===== src/rtl/nibble_serial_adder_ctrl.sv =====
// Nibble-serial add/subtract sequencer that time-shares one external 4-bit
// ripple-carry adder, stepping least-significant nibble first.
module nibble_serial_adder_ctrl #(
  parameter int unsigned NIBBLES = 4
) (
  input  logic                   clk,
  input  logic                   rst_n,
  input  logic                   start,
  input  logic                   sub,
  input  logic [4*NIBBLES-1:0]   op_a,
  input  logic [4*NIBBLES-1:0]   op_b,
  output logic [3:0]             add_a,
  output logic [3:0]             add_b,
  output logic                   add_cin,
  input  logic [3:0]             add_sum,
  input  logic                   add_cout,
  output logic                   busy,
  output logic                   done,
  output logic [4*NIBBLES-1:0]   result,
  output logic                   carry_out,
  output logic                   overflow
);

  localparam int unsigned W  = 4 * NIBBLES;
  localparam int unsigned IW = (NIBBLES > 2) ? $clog2(NIBBLES) : 1;
  localparam int unsigned BW = IW + 2;

  typedef enum logic [1:0] {
    IDLE = 2'd0,
    RUN  = 2'd1,
    DONE = 2'd2
  } state_t;

  state_t          state;
  logic [W-1:0]    a_reg;
  logic [W-1:0]    b_reg;
  logic            carry_q;
  logic [IW-1:0]   idx;
  logic [BW-1:0]   base;

  // Bit offset of the nibble currently being processed.
  assign base = {idx, 2'b00};

  // Adder drive: selected operand nibbles while running, quiet otherwise.
  always_comb begin
    add_a   = 4'h0;
    add_b   = 4'h0;
    add_cin = 1'b0;
    if (state == RUN) begin
      add_a   = a_reg[base +: 4];
      add_b   = b_reg[base +: 4];
      add_cin = carry_q;
    end
  end

  // Sequencer: latch operands on start, step one nibble per clock, pulse done.
  always_ff @(posedge clk or negedge rst_n) begin
    if (!rst_n) begin
      state     <= IDLE;
      a_reg     <= '0;
      b_reg     <= '0;
      carry_q   <= 1'b0;
      idx       <= '0;
      busy      <= 1'b0;
      done      <= 1'b0;
      result    <= '0;
      carry_out <= 1'b0;
      overflow  <= 1'b0;
    end else begin
      done <= 1'b0;
      case (state)
        IDLE: begin
          if (start) begin
            a_reg     <= op_a;
            b_reg     <= sub ? ~op_b : op_b;
            carry_q   <= sub;
            idx       <= '0;
            result    <= '0;
            carry_out <= 1'b0;
            overflow  <= 1'b0;
            busy      <= 1'b1;
            state     <= RUN;
          end
        end
        RUN: begin
          result[base +: 4] <= add_sum;
          carry_q           <= add_cout;
          if (idx == IW'(NIBBLES - 1)) begin
            // Final nibble: its sign bits decide signed overflow.
            carry_out <= add_cout;
            overflow  <= (add_a[3] == add_b[3]) && (add_sum[3] != add_a[3]);
            idx       <= '0;
            done      <= 1'b1;
            state     <= DONE;
          end else begin
            idx <= idx + IW'(1);
          end
        end
        DONE: begin
          busy  <= 1'b0;
          state <= IDLE;
        end
        default: begin
          busy  <= 1'b0;
          state <= IDLE;
        end
      endcase
    end
  end

endmodule


===== config.mk =====
export PLATFORM = sky130hd
export DESIGN_NAME = nibble_serial_adder_ctrl
export DESIGN_NICKNAME = d
export VERILOG_FILES = /design/src/rtl/nibble_serial_adder_ctrl.sv
export SDC_FILE = /design/constraint.sdc
export NUM_CORES = 1
export LEC_CHECK = 0
export CAP_MARGIN = 20
export CORE_MARGIN = 2
export CORE_UTILIZATION = 44
export CTS_BUF_LIST = sky130_fd_sc_hd__clkbuf_4 sky130_fd_sc_hd__clkbuf_8 sky130_fd_sc_hd__clkbuf_16
export CTS_CLUSTER_DIAMETER = 100
export DETAILED_ROUTE_END_ITERATION = 8
export HOLD_SLACK_MARGIN = 0.06
export PLACE_DENSITY = 0.76
export SLEW_MARGIN = 30
export SYNTH_ARGS = -nofsm -noshare
export SYNTH_HDL_FRONTEND = slang
export SYNTH_SLANG_ARGS = --single-unit
export TNS_END_PERCENT = 100

===== constraint.sdc =====
create_clock -name clk -period 1.7 [get_ports clk]
set_input_delay 0.425 -clock clk [delete_from_list [all_inputs] [get_ports clk]]
set_output_delay 0.425 -clock clk [all_outputs]
set_load 0.03 [all_outputs]

==> run_results.csv, run 1 <==
group,metric,value,unit
synthesis,yosys.cell_types.count,31,
worst_setup_path,delay_contributed_by_the_slowest_stage_of_the_critical_path,0.49,ns
synthesis,synthTopCellsByCount,"sky130_fd_sc_hd__nand2_1, sky130_fd_sc_hd__dfrtp_1, sky130_fd_sc_hd__o21ai_0",
global_routing,grt_util_all_layers,19.93,%
power_and_ir_drop,seqPwrFrac,29.3,%
global_routing,grt_pass1_vias,2195,
clock_tree,htree_levels,3,
worst_setup_path,worst-endpoint-required,1.27,ns
power_and_ir_drop,vdd.ir_drop.worst,1.137,mV
worst_setup_path,arrival,1.75,ns
worst_setup_path,critPathMostFrequentCell,"sky130_fd_sc_hd__buf_4",
global_routing,global_route_wire_length_before_repair,10.01,mm
clock_tree,cts-root-buf,"sky130_fd_sc_hd__clkbuf_8",
detailed_routing,finalWirelength,6.453,mm
power_and_ir_drop,cellPowerDensity,1866,mW/mm²
clock_tree,tritoncts,"yes",
detailed_routing,route.vias.total,2194,
global_routing,grt_start_max_net_pins,58,
place,place.detailed.hpwl,4.180,mm
clock_tree,cts_made_buffers,9,
synthesis,synth_enable_flop_cells,0,
synthesis,netlist_area_before_placement,0.002700,mm²
run,timing.max_cap.violations,0,
clock_tree,clockBufferDepth,2,
timing,timing.final.hold_violations,0,
synthesis,most_repeated_cell_in_the_gate_level_netlist_after_synthesis,"sky130_fd_sc_hd__nand2_1",
timing,max_freq,459.9,MHz
detailed_routing,wl_per_cell,14.97,µm
synthesis,synth_flop_cell,"sky130_fd_sc_hd__dfrtp_1",
power_and_ir_drop,net-switching-power,0.002965,W
clock_tree,cts_sinks,57,
worst_setup_path,path_depth_of_the_worst_reg2reg_path,5,
worst_setup_path,crit_path_cell_trace,"buf_4, mux4_2, and2_4, buf_4",
synthesis,ys_async_sr_fraction,100.0,%
synthesis,synth_warnings,0,
timing,final_setup_fails,13,
outcome,violations_in_the_final_reports,"setup timing",
timing,tightestPinTransition,0.3451,ns
detailed_routing,vias_per_cell,5.090,
synthesis,post_synth_main_area_contributors,"sky130_fd_sc_hd__dfrtp_1, sky130_fd_sc_hd__nand2_1, sky130_fd_sc_hd__a22o_1",
synthesis,synth-seq-cells,57,
timing,rsz0062_at_grt,"yes",
worst_setup_path,startpoint_type,"register",
layout,num_antenna_cells,0,
power_and_ir_drop,power.share.switching,38.97,%
layout,final_layout_size_suffix_gt1_share,28.65,%
detailed_routing,drtPass1Iterations,4,
power_and_ir_drop,static-leakage-power,1.964,nW
worst_setup_path,timing.critical_path.to_type,"output pin",
synthesis,post-synth-top-area-fraction,52.83,%
worst_setup_path,worstReg2RegStart,"idx[0]$_DFFE_PN0P_",
timing,relSlewSlack,76.70,%
synthesis,library_cell_with_the_largest_summed_area_after_synthesis,"sky130_fd_sc_hd__dfrtp_1",
clock_tree,hold_bufs_inserted_after_cts,0,
die,design.core.area,0.005921,mm²
worst_setup_path,worst_path_max_delay_cell,"sky130_fd_sc_hd__mux4_2",
clock_tree,cts.clk_slew.worst_paths,0.06,ns
worst_setup_path,r2r-end,"overflow$_DFFE_PN0P_",
global_routing,grt_overflow,0,
die,start_util,45.60,%
synthesis,synthesis.area_per_instance,10.76,µm²
die,horizontal_extent_of_the_die,82.34,µm
detailed_routing,antenna_left,0,
layout,syn2layout_area_growth,51.07,%
layout,final_core_util,68.89,%
layout,num-nets-final,399,
die,number_of_core_rows,28,
timing,final.setup_skew,0.006036,ns
layout,final_cells,431,
timing,layout_worst_path_cycle_share,127.9,%
worst_setup_path,timing.critical_path.buf_inv,2,
global_routing,number_of_antenna_violations_at_the_first_check_in_global_routing,0,
place,placed_cells_incl_taps,406,
power_and_ir_drop,power.clock.fraction,15.0,%
synthesis,net_count_after_synthesis,298,
place,place.gp.congestion,0.7887,
worst_setup_path,cp_max_fo,6,
die,dieArea,0.006779,mm²
timing,timing.final.crit_period,2.174,ns
worst_hold_path,worst_hold_path_type,"in2async",
power_and_ir_drop,power_report.internal_total,0.004645,W
place,portBuffers,69,
detailed_routing,detail_route.iter0.violations,95,
synthesis,ys_seq_area_share,52.83,%
layout,filler_cell_count,465,
worst_setup_path,worstSetupPathType,"reg2out",
power_and_ir_drop,power.combinational.fraction,55.7,%
worst_setup_path,timing.reg2reg.setup_slack,-0.09,ns
clock_tree,worstSkewPairLatency,0.33,ns
synthesis,cells_after_synth,251,
die,io_pins,70,
detailed_routing,remaining_drc_errors,0,
timing,finalMaxSlewViolations,0,
outcome,status,"complete, but fails checks",
timing,fin_ws,-0.4742,ns
die,die_h,82.34,µm
worst_setup_path,critical_path.top_delay_family,"multiplexers",
==> worst max path at each step <==
| stage | end | cells after the start | startpoint |
|---|---|---|---|
| floorplan | add_a[0] | 4 | idx[0]$_DFFE_PN0P_ |
| global placement | add_b[1] | 3 | idx[0]$_DFFE_PN0P_ |
| detailed placement | add_b[0] | 3 | idx[0]$_DFFE_PN0P_ |
| CTS | add_a[2] | 4 | idx[0]$_DFFE_PN0P_ |
| global route | add_b[1] | 4 | idx[0]$_DFFE_PN0P_ |
| finish | add_b[1] | 4 | idx[0]$_DFFE_PN0P_ |
==> metrics by stage <==
step | TNS [ns] | hold slack [ns] | area, µm² | setup WS [ns] | total power [W]
2_1_floorplan | -0.2501 | 0.1294 | 2726 | -0.06252 | 0.004455
3_3_place_gp | -12.35 | 0.4446 | 3656 | -0.5761 | 0.005714
3_5_place_dp | -13.75 | 0.4478 | 3656 | -0.5979 | 0.005808
4_1_cts | -3.705 | 0.08844 | 3949 | -0.4830 | 0.007255
5_1_grt | -4.798 | 0.1048 | 4079 | -0.5067 | 0.008101
6_report | -3.522 | 0.08329 | 4079 | -0.4742 | 0.007610
==> layout by cell type, fill, tap and decap left out, types with 2 or more instances in the layout <==
master                            synthesis  routed
sky130_fd_sc_hd__nand2_1                 72      70
sky130_fd_sc_hd__dfrtp_1                 57      55
sky130_fd_sc_hd__clkdlybuf4s50_1          0      39
sky130_fd_sc_hd__buf_4                    0      27
sky130_fd_sc_hd__dlygate4sd2_1            0      20
sky130_fd_sc_hd__a22o_1                  16      16
sky130_fd_sc_hd__o21ai_0                 17      16
sky130_fd_sc_hd__xnor2_1                 16      16
sky130_fd_sc_hd__buf_6                    1      14
sky130_fd_sc_hd__clkbuf_8                 0      10
sky130_fd_sc_hd__mux4_2                   6       8
sky130_fd_sc_hd__and2_4                   0       8
sky130_fd_sc_hd__ha_4                     0       5
sky130_fd_sc_hd__clkbuf_4                 0       5
sky130_fd_sc_hd__a21o_1                   4       4
sky130_fd_sc_hd__buf_12                   0       4
sky130_fd_sc_hd__nor4_4                   0       3
sky130_fd_sc_hd__inv_1                    5       2
sky130_fd_sc_hd__nand2b_4                 0       2
sky130_fd_sc_hd__nand2_2                  0       2
sky130_fd_sc_hd__nor2_1                   3       2
sky130_fd_sc_hd__o21ai_1                  1       2
sky130_fd_sc_hd__nand3_1                  2       2
sky130_fd_sc_hd__dfrtp_2                  0       2
sky130_fd_sc_hd__buf_8                    0       2
==> layer usage <==
metal / wire length [µm] / vias to the layer above / global-route usage [%] / part of all wire [%]
met2: 3295 / 66 / 33.15 / 51
met4: 104 / 0 / 10.17 / 1.6
met3: 294 / 12 / 3.587 / 4.6
met5: 0 / - / 0 / 0
li1: - / 1058 / - / -
met1: 2758 / 1058 / 24.82 / 43
==> power by group through the flow <==
stage,Sequential [W],Combinational [W],Clock [W]
2_1_floorplan,0.00240,0.00205,0
3_3_place_gp,0.00223,0.00348,0
3_5_place_dp,0.00225,0.00356,0
4_1_cts,0.00222,0.00387,0.00116
5_1_grt,0.00230,0.00458,0.00123
6_report,0.00223,0.00424,0.00114
==> logic make-up (layout without fill, tap and decap cells) <==
family,count (synthesis),count (layout),share of synthesized area [%]
DFF,57,57,52.83
and+or+nand+nor,99,99,17.38
xor gates and xnor gates,16,16,5.190
AOI/OAI and AO/OA,43,43,11.07
adders and majority gates,6,6,2.780
muxes,8,8,6.951
buffers and inverters,22,127,3.800
==> repair_timing <==
action                                 4_1_cts  5_1_grt
pin swaps                                    9       11
setup buffers                                6        6
setup endpoints to repair                   46       54
gates resized for setup                     69       30
endpoints found under the hold margin        0        0
==> layout make-up <==
cell class	count	area (µm²)	area share, %
flip-flops and latches	57	1429	35.03
multi-input cells	172	1311	32.15
well taps	75	93.84	2.301
clock buffers	15	175.2	4.294
inverters	5	28.78	0.7055
repair buffers	107	1041	25.52
Note: power is estimated with default switching activity, not from simulation.
==> run 2, diff against run 1 <==
--- a/config.mk
+++ b/config.mk
@@ -5,14 +5,15 @@
 export SDC_FILE = /design/constraint.sdc
 export NUM_CORES = 1
 export LEC_CHECK = 0
+export ABC_AREA = 1
 export CAP_MARGIN = 20
 export CORE_MARGIN = 2
 export CORE_UTILIZATION = 44
 export CTS_BUF_LIST = sky130_fd_sc_hd__clkbuf_4 sky130_fd_sc_hd__clkbuf_8 sky130_fd_sc_hd__clkbuf_16
-export CTS_CLUSTER_DIAMETER = 100
+export CTS_CLUSTER_DIAMETER = 80
 export DETAILED_ROUTE_END_ITERATION = 8
 export HOLD_SLACK_MARGIN = 0.06
-export PLACE_DENSITY = 0.76
+export PLACE_DENSITY = 0.75
 export SLEW_MARGIN = 30
 export SYNTH_ARGS = -nofsm -noshare
 export SYNTH_HDL_FRONTEND = slang
==> run 2 against run 1 <==
  * The flow still finishes with violations (setup timing)
  * Global-route usage fell by 0.37 points
  * Clock power rose by 21%
  * Critical path depth rose by 2
  * Non-clock buffer count fell by 16
  * Wire length rose by 0.93%
  * Hold slack got worse by 0.0081 ns
  * Synthesized area rose by 5.0%
  * First-iteration DRC count rose by 53%
  * Synthesized cell count rose by 33%
  * Critical endpoint is now add_a[0]
  * Count of clock-buffer cells in the layout fell by 5
  * Core utilization fell by 6.5 points
  * Clock skew rose by 0.0011 ns
==> run_results.csv, run 2 <==
group,metric,value,unit
global_routing,grt_pass1_vias,2349,
synthesis,synth_flop_cell,"sky130_fd_sc_hd__dfrtp_1",
worst_setup_path,worst_path_max_delay_cell,"sky130_fd_sc_hd__dfrtp_2",
layout,syn2layout_area_growth,38.28,%
die,io_pins,70,
global_routing,number_of_antenna_violations_at_the_first_check_in_global_routing,0,
clock_tree,cts-root-buf,"sky130_fd_sc_hd__clkbuf_8",
worst_setup_path,worstSetupPathType,"reg2out",
power_and_ir_drop,total_power,0.007439,W
worst_setup_path,startpoint_type,"register",
global_routing,global_route_wire_length_before_repair,11.01,mm
synthesis,library_cell_with_the_largest_summed_area_after_synthesis,"sky130_fd_sc_hd__dfrtp_1",
timing,timing.final.hold_violations,0,
worst_setup_path,worst-endpoint-required,1.27,ns
synthesis,synthTopCellsByCount,"sky130_fd_sc_hd__nand2_1, sky130_fd_sc_hd__dfrtp_1, sky130_fd_sc_hd__nor2_1, sky130_fd_sc_hd__o21ai_1, sky130_fd_sc_hd__nand3_1",
clock_tree,clockBufferDepth,2,
die,start_util,45.15,%
timing,timing.final.crit_period,1.927,ns
clock_tree,tritoncts,"yes",
outcome,violations_in_the_final_reports,"setup timing",
worst_setup_path,timing.critical_path.to_type,"output pin",
detailed_routing,route.vias.total,2522,
synthesis,post-synth-top-area-fraction,50.33,%
global_routing,grt_start_max_net_pins,58,
synthesis,ys_async_sr_fraction,100.0,%
worst_hold_path,worst_hold_path_type,"in2async",
worst_setup_path,critical_path.top_delay_family,"flip-flops",
synthesis,post_synth_main_area_contributors,"sky130_fd_sc_hd__dfrtp_1, sky130_fd_sc_hd__nand2_1, sky130_fd_sc_hd__o21ai_1",
place,place.gp.congestion,0.7719,
worst_setup_path,crit_path_cell_trace,"buf_6, nor2_1, nor2_1, o21ai_1, a21oi_2, buf_6",
synthesis,synth_warnings,0,
synthesis,synthesis.area_per_instance,8.510,µm²
timing,layout_worst_path_cycle_share,113.3,%
die,dieArea,0.007099,mm²
synthesis,cells_after_synth,333,
layout,final_core_util,62.43,%
synthesis,net_count_after_synthesis,380,
timing,final_setup_fails,8,
power_and_ir_drop,static-leakage-power,1.927,nW
detailed_routing,wl_met3,433,µm
timing,fin_ws,-0.2267,ns
synthesis,synth_enable_flop_cells,0,
timing,rsz0062_at_grt,"yes",
detailed_routing,detail_route.iter0.violations,145,
clock_tree,cts_sinks,57,
worst_setup_path,timing.critical_path.buf_inv,2,
detailed_routing,routedLengthMet1,2.835,mm
die,design.core.area,0.006277,mm²
place,portBuffers,69,
clock_tree,worstSkewPairLatency,0.33,ns
power_and_ir_drop,vdd.ir_drop.worst,0.9226,mV
clock_tree,cts.clk_slew.worst_paths,0.07,ns
die,die_h,84.26,µm
place,place.detailed.hpwl,4.525,mm
die,horizontal_extent_of_the_die,84.26,µm
global_routing,grt_overflow,0,
timing,relSlewSlack,79.22,%
clock_tree,htree_levels,3,
detailed_routing,antenna_left,0,
timing,tightestPinTransition,0.3130,ns
layout,num_antenna_cells,0,
layout,filler_cell_count,547,
synthesis,ys_seq_area_share,50.33,%
detailed_routing,drtPass1Iterations,4,
run,timing.max_cap.violations,0,
detailed_routing,wl_per_cell,13.03,µm
layout,num-nets-final,465,
synthesis,yosys.cell_types.count,26,
worst_setup_path,delay_contributed_by_the_slowest_stage_of_the_critical_path,0.46,ns
detailed_routing,routed.top_layer,"met4",
global_routing,grt_util_all_layers,19.56,%
synthesis,netlist_area_before_placement,0.002834,mm²
detailed_routing,vias_per_cell,5.044,
synthesis,most_repeated_cell_in_the_gate_level_netlist_after_synthesis,"sky130_fd_sc_hd__nand2_1",
die,number_of_core_rows,29,
detailed_routing,detailroute.wirelength.met2,3.172,mm
detailed_routing,remaining_drc_errors,0,
layout,most-common-layout-cells,"sky130_fd_sc_hd__nand2_1, sky130_fd_sc_hd__dfrtp_1, sky130_fd_sc_hd__o21ai_1, sky130_fd_sc_hd__clkdlybuf4s50_1, sky130_fd_sc_hd__nor2_1",
worst_setup_path,arrival,1.50,ns
synthesis,synth-seq-cells,57,
timing,max_freq,519.0,MHz
detailed_routing,finalWirelength,6.513,mm
clock_tree,cts_made_buffers,9,
layout,layout.cells.most_common,"sky130_fd_sc_hd__nand2_1",
worst_setup_path,cp_max_fo,5,
timing,final.setup_skew,0.007110,ns
layout,final_layout_size_suffix_gt1_share,16.31,%
outcome,status,"complete, but fails checks",
power_and_ir_drop,cellPowerDensity,1898,mW/mm²
timing,finalMaxSlewViolations,0,
-- run 2: power by group --
group,internal [W],leakage [nW],switching (W)
logic,0.00149,1.09,0.00234
registers,0.00191,0.726,0.000322
clock network,0.000833,0.109,0.000546
total,0.00423,1.93,0.00320
-- run 2: worst paths after layout --
path | slack (ns) | endpoint | depth (start not counted) | start
worst min-delay path | 0.08 | result[1]$_DFFE_PN0P_ | 2 | rst_n
min in group clk | 0.47 | a_reg[2]$_DFFE_PN0P_ | 2 | a_reg[2]$_DFFE_PN0P_
worst max-delay path | -0.23 | add_a[0] | 6 | idx[0]$_DFFE_PN0P_
max in group asynchronous | 1.35 | b_reg[7]$_DFFE_PN0P_ | 2 | rst_n
worst max register to register | 0.14 | carry_out$_DFFE_PN0P_ | 8 | idx[0]$_DFFE_PN0P_
worst min register to register | 0.47 | a_reg[2]$_DFFE_PN0P_ | 2 | a_reg[2]$_DFFE_PN0P_
-- run 2: through the flow --
stage	hold slack (ns)	TNS, ns	cell area, µm²	cells	setup WS (ns)
after floorplan	0.1294	-0.0004448	2856	333	-0.0004448
final	0.07517	-1.631	3919	500	-0.2267
after detailed placement	0.4504	0	3618	477	0.04488
after global routing	0.09386	-2.333	3919	500	-0.2942
after global placement	0.4440	0	3618	477	0.06178
after CTS	0.09007	-1.663	3916	500	-0.2211
-- run 2: final cells by class --
| class | instances | area [µm²] | area share [%] |
|---|---|---|---|
| clock buffer | 10 | 131.4 | 3.352 |
| timing repair buffer | 91 | 870.8 | 22.22 |
| inverter | 15 | 72.57 | 1.852 |
| multi-input combinational | 244 | 1235 | 31.51 |
| sequential | 57 | 1430 | 36.49 |
| tap | 77 | 96.34 | 2.458 |
| clock inverter | 6 | 82.58 | 2.107 |
-- run 2: repair_timing --
item	in CTS	in global routing
gates resized for setup	43	4
cloned	1	0
setup endpoints to repair	29	9
hold buffers	0	0
buffers inserted	6	0
pin swaps	4	2
-- run 2: cells by family after synthesis --
kind of cell / after synthesis / synth area share (%)
xor+xnor: 16 / 4.945
compound gates: 55 / 10.20
flops: 57 / 50.33
buf+inv: 32 / 7.329
fa+ha+maj: 6 / 2.649
simple gates: 167 / 24.55
-- run 2: worst reg2reg max path: cells and delay by family, from the launching register on --
kind	cells	cell delay (ns)
buffers and inverters	3	0.46
DFF	1	0.47
AOI/OAI and AO/OA	1	0.07
adders and majority gates	1	0.19
and+or+nand+nor	3	0.30
-- run 2: per-layer routing --
layer	vias up	global-route usage, %
met5	-	0
met3	6	5.605
li1	1243	-
met4	0	6.158
met2	92	30.95
met1	1181	26.17
